===== src/rtl/ir_seq_ctrl.sv =====
// Instruction sequencer: fetches 8-bit instructions, strobes the IR load, and
// issues single-cycle datapath / data-memory control pulses per opcode.
module ir_seq_ctrl #(
    parameter int unsigned PC_W = 8
) (
    input  logic            clk,
    input  logic            RST,
    input  logic            start,
    input  logic [7:0]      ir_out,
    input  logic [7:0]      imem_rdata,
    input  logic            imem_valid,
    input  logic            dmem_ready,
    input  logic            z_flag,
    output logic [PC_W-1:0] pc,
    output logic            imem_req,
    output logic            ir_ld,
    output logic [2:0]      alu_op,
    output logic            ac_we,
    output logic            dmem_rd,
    output logic            dmem_wr,
    output logic            busy,
    output logic            halted
);

    localparam int unsigned OP_W = 4;

    localparam logic [OP_W-1:0] OP_LDI   = OP_W'(4'h1);
    localparam logic [OP_W-1:0] OP_LOAD  = OP_W'(4'h2);
    localparam logic [OP_W-1:0] OP_STORE = OP_W'(4'h3);
    localparam logic [OP_W-1:0] OP_ADD   = OP_W'(4'h4);
    localparam logic [OP_W-1:0] OP_SUB   = OP_W'(4'h5);
    localparam logic [OP_W-1:0] OP_INC   = OP_W'(4'h6);
    localparam logic [OP_W-1:0] OP_JMP   = OP_W'(4'h7);
    localparam logic [OP_W-1:0] OP_JZ    = OP_W'(4'h8);
    localparam logic [OP_W-1:0] OP_HALT  = OP_W'(4'hF);

    localparam logic [2:0] ALU_IMM = 3'd0;
    localparam logic [2:0] ALU_ADD = 3'd1;
    localparam logic [2:0] ALU_SUB = 3'd2;
    localparam logic [2:0] ALU_INC = 3'd3;
    localparam logic [2:0] ALU_MEM = 3'd4;

    typedef enum logic [2:0] {
        S_IDLE,
        S_FETCH,
        S_DECODE,
        S_EXEC,
        S_MEM,
        S_OPND,
        S_HALT
    } state_t;

    state_t          state, state_nxt;
    logic [PC_W-1:0] pc_nxt;
    logic [OP_W-1:0] op_q, op_nxt;
    logic [OP_W-1:0] dec_op;
    logic            imm_unused;

    // The immediate is consumed by the datapath, not by the sequencer.
    assign dec_op     = ir_out[7:4];
    assign imm_unused = ^ir_out[3:0];

    always_ff @(posedge clk or negedge RST) begin
        if (!RST) begin
            state <= S_IDLE;
            pc    <= '0;
            op_q  <= '0;
        end else begin
            state <= state_nxt;
            pc    <= pc_nxt;
            op_q  <= op_nxt;
        end
    end

    // Next state plus state-decoded control; the opcode is latched in DECODE.
    always_comb begin
        state_nxt = state;
        pc_nxt    = pc;
        op_nxt    = op_q;
        imem_req  = 1'b0;
        ir_ld     = 1'b0;
        alu_op    = ALU_IMM;
        ac_we     = 1'b0;
        dmem_rd   = 1'b0;
        dmem_wr   = 1'b0;
        busy      = 1'b1;
        halted    = 1'b0;

        case (state)
            S_IDLE: begin
                busy = 1'b0;
                if (start) begin
                    state_nxt = S_FETCH;
                    pc_nxt    = '0;
                end
            end
            S_FETCH: begin
                imem_req = 1'b1;
                if (imem_valid) begin
                    ir_ld     = 1'b1;
                    pc_nxt    = pc + PC_W'(1);
                    state_nxt = S_DECODE;
                end
            end
            S_DECODE: begin
                op_nxt = dec_op;
                case (dec_op)
                    OP_LDI, OP_ADD, OP_SUB, OP_INC: state_nxt = S_EXEC;
                    OP_LOAD, OP_STORE:              state_nxt = S_MEM;
                    OP_JMP, OP_JZ:                  state_nxt = S_OPND;
                    OP_HALT:                        state_nxt = S_HALT;
                    default:                        state_nxt = S_FETCH;
                endcase
            end
            S_EXEC: begin
                ac_we     = 1'b1;
                state_nxt = S_FETCH;
                case (op_q)
                    OP_ADD:  alu_op = ALU_ADD;
                    OP_SUB:  alu_op = ALU_SUB;
                    OP_INC:  alu_op = ALU_INC;
                    default: alu_op = ALU_IMM;
                endcase
            end
            S_MEM: begin
                if (op_q == OP_LOAD) begin
                    dmem_rd = 1'b1;
                end else begin
                    dmem_wr = 1'b1;
                end
                if (dmem_ready) begin
                    state_nxt = S_FETCH;
                    if (op_q == OP_LOAD) begin
                        ac_we  = 1'b1;
                        alu_op = ALU_MEM;
                    end
                end
            end
            S_OPND: begin
                imem_req = 1'b1;
                if (imem_valid) begin
                    state_nxt = S_FETCH;
                    if ((op_q == OP_JMP) || z_flag) begin
                        pc_nxt = PC_W'(imem_rdata);
                    end else begin
                        pc_nxt = pc + PC_W'(1);
                    end
                end
            end
            S_HALT: begin
                busy   = 1'b0;
                halted = 1'b1;
                if (start) begin
                    state_nxt = S_FETCH;
                    pc_nxt    = '0;
                end
            end
            default: begin
                busy      = 1'b0;
                state_nxt = S_IDLE;
            end
        endcase
    end

endmodule

===== config.mk =====
export PLATFORM = sky130hd
export DESIGN_NAME = ir_seq_ctrl
export DESIGN_NICKNAME = d
export VERILOG_FILES = /design/src/rtl/ir_seq_ctrl.sv
export SDC_FILE = /design/constraint.sdc
export NUM_CORES = 1
export LEC_CHECK = 0
export ABC_CLOCK_PERIOD_IN_PS = 3700
export BUFFER_PORTS_ARGS = -buffer_cell sky130_fd_sc_hd__buf_4
export CAP_MARGIN = 20
export CORE_UTILIZATION = 53
export DETAILED_ROUTE_END_ITERATION = 10
export GPL_ROUTABILITY_DRIVEN = 0
export PLACE_DENSITY = 0.84
export SETUP_SLACK_MARGIN = 0.15
export SKIP_CTS_REPAIR_TIMING = 1
export SLEW_MARGIN = 5
export SYNTH_ARGS = -nofsm -noshare
export SYNTH_HDL_FRONTEND = slang
export SYNTH_SLANG_ARGS = --single-unit

===== constraint.sdc =====
create_clock -name clk -period 3.7 [get_ports clk]
set_input_delay 0.74 -clock clk [delete_from_list [all_inputs] [get_ports clk]]
set_output_delay 0.74 -clock clk [all_outputs]
set_load 0.005 [all_outputs]

==> out/results.ini, run 1 <==
[drt]
drt_iter0_drc = 30
wl_per_cell_um = 15.3
first_pass_iters = 4
routed_wl_mm = 2.90
drc_errors = 0
vias = 1182
drt-vias-per-instance = 6.22
ant_nets = 0

[cells_and_area]
multi_input_area_um2 = 717
area_delta_synth_final_pct = 23.8
antennaDiodeCount = 0
fillerInstances = 174
finalNetCount = 187
final_core_util = 0.716
drive_gt1_frac = 0.294
seq_area_um2 = 375

[clocking]
cts_tree = done
clock_path_buffers = 2
clk_latency_ns = 0.29
root_buffer = clkbuf_4
path_clk_slew_ns = 0.08
cts_made_buffers = 3
htree_levels = 1
clkSinkCount = 15

[power]
power.switching_w = 0.000426
ir_drop_uv = 407
pwr-share-comb = 0.536
p_leak_nw = 0.656
clkPwrFrac = 0.096
p_int_w = 0.000550
power.density_nw_per_um2 = 681
p_seq_frac = 0.368
switching_share = 0.436

[grt]
grt_pass1_vias = 1095
grt_remaining_overflow = 0
antenna_found_initial = 0
grt_max_degree = 24
grt_util_all_layers = 0.268
grt_pass1_wl_mm = 4.96

[worst_setup_path]
arrival_ns = 1.83
rr_worst_depth = 4
rr_endpoint = pc[7]$_DFFE_PN0P_
reg2reg_from = state[2]$_DFFE_PN0P_
path_class = flip-flop to output port
cp.required_ns = 2.96
start_kind = flip-flop
path_max_fanout = 23
rrSetupSlack_ns = 1.71
end_kind = output port

[synthesis]
synth_top_area_cell = dfrtp_1
yosysWarningCount = 0
yosysSeqAreaShare = 0.324
synth_seq_cells = 15
syn_area_um2 = 1160
synth.distinct_cells = 53
synthArstFlopShare = 1.00
postSynthCellCount = 133
syn_nets = 156
synthTopCellsByArea = dfrtp_1 (32%), mux2_2 (3.9%), nor2_1 (3.6%)
netlist.area_leader.share = 0.324
ys.flop_type = dfrtp_1
synth_edf_count = 0
synth_top_cells_by_count = dfrtp_1 (15), nor2_1 (11), nand3_1 (8)
synth_most_common_cell = dfrtp_1
synth_area_per_cell_um2 = 8.71

[floorplanning]
rows = 16
boundaryPins = 40
die_y_um = 48.8
core-area_um2 = 2000
die_area_um2 = 2380
start_util = 0.579
die_x_um = 48.8

[timing]
rsz0062_at_grt = false
tns_ns = 0
relSlewSlack = 0.522
fin_crit_sh = 0.696
period_needed_ns = 2.57
fmax_mhz = 388
finalSetupViolCount = 0
finalHoldViolations = 0
final-max-slew-violation-count = 0
tightest_slew_ns = 0.711
fin_skew_ns = 0.00343
timing.hold.ws_ns = 0.288

[run_status]
outcome = complete, no violations

[job]
cap_violations = 0

[worst_hold_path]
hp-class = input pin to asynchronous set/reset pin

[place]
hpwl_mm = 2.17
io_buffer_count = 35

[layout make-up]
cell class / count / area share
sequential: 15 / 0.262
multi-input combinational: 104 / 0.500
clock buffer: 4 / 0.0183
timing repair buffer: 35 / 0.183
inverter: 5 / 0.0131
tap: 27 / 0.0236
[sequential cells by signal, indices dropped and copies added (netlist names)]
register and cells:
state 3, pc 8, op_q 4
[logic make-up after synthesis]
logic type | after synthesis | share of synthesized area
buf+inv | 14 | 0.0572
mux | 7 | 0.0648
simple gates | 55 | 0.278
xor+xnor | 1 | 0.00756
flops | 15 | 0.324
fa+ha+maj | 1 | 0.0108
compound gates | 40 | 0.258
[power groups by stage]
| stage | clock network (W) | logic (W) | registers (W) |
|---|---|---|---|
| final | 0.0000936 | 0.000523 | 0.000360 |
| after floorplan | 0 | 0.000392 | 0.000309 |
| after detailed placement | 0 | 0.000519 | 0.000358 |
| after global routing | 0.000102 | 0.000577 | 0.000376 |
| after CTS | 0.0000968 | 0.000524 | 0.000356 |
| after global placement | 0 | 0.000503 | 0.000352 |
[worst max-delay path, stage by stage (launching register included)]
cell     delay (ns)
dfrtp_1        0.62
nor3_1         0.66
a21oi_1        0.09
buf_4          0.17
[through the flow]
stage	total power [W]	worst slack, ns	cells	instance area (µm²)
floorplan	0.000701	1.75	133	1160
global placement	0.000855	1.54	186	1410
detailed placement	0.000877	1.48	186	1410
CTS	0.000976	1.16	190	1430
global route	0.00106	0.960	190	1430
finish	0.000977	1.13	190	1430
[cell usage in the layout (no fill, tap or decap), drive strengths merged, types with 4 or more instances in the layout]
cell type,Yosys,layout
inv,5,5
nand2,7,7
o211ai,4,4
mux2,4,4
nor2,11,11
buf,6,35
nand3,8,8
nand2b,4,4
o21ai,7,7
nor2b,4,4
dfrtp,15,15
a21oi,5,5
clkbuf,3,4
[per-layer routing]
metal | global-route usage | wire [µm]
met1 | 0.352 | 1270
met2 | 0.456 | 1440
met3 | 0.0503 | 172
met4 | 0.0539 | 23
met5 | 0 | 0
[how the worst max path moves through the flow]
stage	startpoint	end	slack [ns]	cells after the start
3_5_place_dp	state[2]$_DFFE_PN0P_	busy	1.48	3
5_1_grt	state[2]$_DFFE_PN0P_	busy	0.96	3
3_3_place_gp	state[2]$_DFFE_PN0P_	busy	1.54	3
4_1_cts	state[2]$_DFFE_PN0P_	busy	1.16	3
6_report	state[2]$_DFFE_PN0P_	busy	1.13	3
2_1_floorplan	op_q[0]$_DFFE_PN0P_	ac_we	1.75	4
No activity file was read; power rests on OpenSTA's default activity.
==> inputs of run 2 (changes only) <==
--- a/config.mk
+++ b/config.mk
@@ -5,13 +5,14 @@
 export SDC_FILE = /design/constraint.sdc
 export NUM_CORES = 1
 export LEC_CHECK = 0
-export ABC_CLOCK_PERIOD_IN_PS = 3700
+export ABC_AREA = 1
+export ABC_CLOCK_PERIOD_IN_PS = 2630
 export BUFFER_PORTS_ARGS = -buffer_cell sky130_fd_sc_hd__buf_4
 export CAP_MARGIN = 20
-export CORE_UTILIZATION = 53
+export CORE_UTILIZATION = 49
 export DETAILED_ROUTE_END_ITERATION = 10
 export GPL_ROUTABILITY_DRIVEN = 0
-export PLACE_DENSITY = 0.84
+export PLACE_DENSITY = 0.78
 export SETUP_SLACK_MARGIN = 0.15
 export SKIP_CTS_REPAIR_TIMING = 1
 export SLEW_MARGIN = 5
==> constraint.sdc (replaced) <==
create_clock -name clk -period 2.63 [get_ports clk]
set_input_delay 0.526 -clock clk [delete_from_list [all_inputs] [get_ports clk]]
set_output_delay 0.526 -clock clk [all_outputs]
set_load 0.005 [all_outputs]
==> out/results.ini, run 2 <==
[run_status]
outcome = complete, no violations

[drt]
ant_nets = 0  ; unchanged
routed_wl_mm = 2.91  ; +0.24%
wl_met3_um = 139  ; -19%
wl_per_cell_um = 11.6  ; -24%
drc_errors = 0  ; unchanged
top_layer = met4
drt-vias-per-instance = 5.18  ; -17%
wl_met2_mm = 1.44  ; about the same
drt_iter0_drc = 24  ; -20%
vias = 1301  ; +10%
first_pass_iters = 4  ; unchanged
routedLengthMet1_mm = 1.31  ; +3.3%

[worst_setup_path]
rrSetupSlack_ns = 0.97  ; -0.74 ns
rr_worst_depth = 9  ; +5
path_class = flip-flop to output port
crit_start = state[0]$_DFFE_PN0P_
cp.required_ns = 2.10  ; -0.86 ns
end_kind = output port
start_kind = flip-flop
arrival_ns = 1.49  ; -0.34 ns
reg2reg_from = state[2]$_DFFE_PN0P_
path_max_fanout = 6  ; -74%
rr_endpoint = pc[6]$_DFFE_PN0P_

[place]
hpwl_mm = 2.22  ; +2.4%
io_buffer_count = 35  ; unchanged
place_ws_ns = 0.927  ; -0.552 ns
placed_cells = 247  ; +33%

[synthesis]
synth.distinct_cells = 25  ; -53%
synth_area_per_cell_um2 = 6.20  ; -29%
synthTopCellsByArea = dfrtp_1 (33%), nand2_1 (20%), nand3_1 (11%)
postSynthCellCount = 186  ; +40%
yosysWarningCount = 0  ; unchanged
ys.flop_type = dfrtp_1
syn_area_um2 = 1150  ; -0.43%
syn_nets = 209  ; +34%
netlist.area_leader.share = 0.325  ; +0.00141
synthArstFlopShare = 1.00  ; unchanged
synth_seq_cells = 15  ; unchanged
synth_top_area_cell = dfrtp_1
synth_top_cells_by_count = nand2_1 (62), inv_1 (27), nand3_1 (25)
synth_edf_count = 0  ; unchanged
yosysSeqAreaShare = 0.325  ; +0.00141
synth_most_common_cell = nand2_1

[timing]
tns_ns = 0  ; unchanged
tightest_slew_ns = 0.415  ; -0.296 ns
final-max-slew-violation-count = 0  ; unchanged
relSlewSlack = 0.722  ; +0.199
rsz0062_at_grt = false
fmax_mhz = 495
fin_crit_sh = 0.768
fin_skew_ns = 0.00496  ; +0.00153 ns
setup_slack_ns = 0.610  ; -0.516 ns
finalHoldViolations = 0  ; unchanged
period_needed_ns = 2.02
finalSetupViolCount = 0  ; unchanged

[clocking]
cts_made_buffers = 3  ; unchanged
clk_latency_ns = 0.28  ; about the same
clkSinkCount = 15  ; unchanged
cts_tree = done
htree_levels = 1  ; unchanged
path_clk_slew_ns = 0.10  ; +0.02 ns
root_buffer = clkbuf_4
clock_path_buffers = 2  ; unchanged

[grt]
grt_util_all_layers = 0.253  ; -0.0146
grt_remaining_overflow = 0  ; unchanged
grt_pass1_wl_mm = 4.93  ; -0.71%
antenna_found_initial = 0  ; unchanged
grt_pass1_vias = 1174  ; +7.2%
grt_max_degree = 16  ; -33%

[cells_and_area]
drive_gt1_frac = 0.206  ; -0.0882
largest_register_ffs = 8  ; unchanged
fillerInstances = 225  ; +29%
reg_top3 = pc (8), op_q (4), state (3)
multi_input_area_um2 = 652  ; -9.1%
layout_commonest_cell = nand2_1
finalNetCount = 247  ; +32%
top_register = pc
area_delta_synth_final_pct = 27.2
antennaDiodeCount = 0  ; unchanged
most-common-layout-cells = nand2_1 (62), buf_4 (35), inv_1 (27), nand3_1 (25), dfrtp_1 (15)
final_cells = 251  ; +32%
seq_area_um2 = 375  ; unchanged
final_core_util = 0.663  ; -0.0528

[power]
ir_drop_uv = 722  ; +78%
p_leak_nw = 0.835  ; +27%
power.density_nw_per_um2 = 970  ; +42%

[floorplanning]
rows = 17  ; +1
start_util = 0.521  ; -0.0573
die_area_um2 = 2550  ; +7.4%
die_y_um = 50.5  ; +3.6%
core-area_um2 = 2210  ; +10%
die_x_um = 50.5  ; +3.6%
boundaryPins = 40  ; unchanged

[worst_hold_path]
hp-class = input pin to asynchronous set/reset pin

[job]
cap_violations = 0  ; unchanged

==> run 2: area by class of cell <==
type | count | area share
timing repair buffer | 35 | 0.179
multi-input combinational | 138 | 0.444
sequential | 15 | 0.256
tap | 28 | 0.0239
inverter | 31 | 0.0793
clock buffer | 4 | 0.0179
==> run 2: worst max path at each step <==
stage                      endpoint  cells past startpoint
after CTS                     ac_we                      5
after global placement    alu_op[1]                      4
after global routing          ac_we                      5
after detailed placement      ac_we                      5
after floorplan               ac_we                      4
final                         ac_we                      5
==> run 2: power by group <==
group / total, W / internal, W / switching (W)
clock: 0.000136 / 0.0000588 / 0.0000774
combinational: 0.000826 / 0.000343 / 0.000483
sequential: 0.000461 / 0.000332 / 0.000129
total: 0.00142 / 0.000734 / 0.000689
==> run 2: critical path: stages, from the launching register on <==
cell and delay [ns]:
dfrtp_1 0.46, nor2_1 0.14, nand2_1 0.12, nor3b_1 0.26, or2_1 0.14, buf_4 0.10
==> run 2: routing by layer <==
layer  track usage  vias up
li1              -      661
met1         0.324      594
met2         0.440       42
met3        0.0273        4
met4        0.0833        0
met5             0        -
==> run 2: cell families (layout without fill, tap and decap cells) <==
family / count (synthesis) / in the layout / share of synthesized area
and+or+nand+nor: 111 / 111 / 0.422
buffers and inverters: 33 / 70 / 0.110
AOI/OAI and AO/OA: 22 / 22 / 0.102
DFF: 15 / 15 / 0.325
xor gates and xnor gates: 4 / 4 / 0.0304
adders and majority gates: 1 / 1 / 0.0108
==> run 2: metrics by stage <==
stage / instance area, µm² / hold WS (ns) / total power (W)
final: 1470 / 0.0797 / 0.00142
after detailed placement: 1440 / 0.399 / 0.00129
after CTS: 1470 / 0.0825 / 0.00143
after global routing: 1470 / 0.0881 / 0.00156
after floorplan: 1150 / 0.230 / 0.000992
after global placement: 1440 / 0.396 / 0.00127
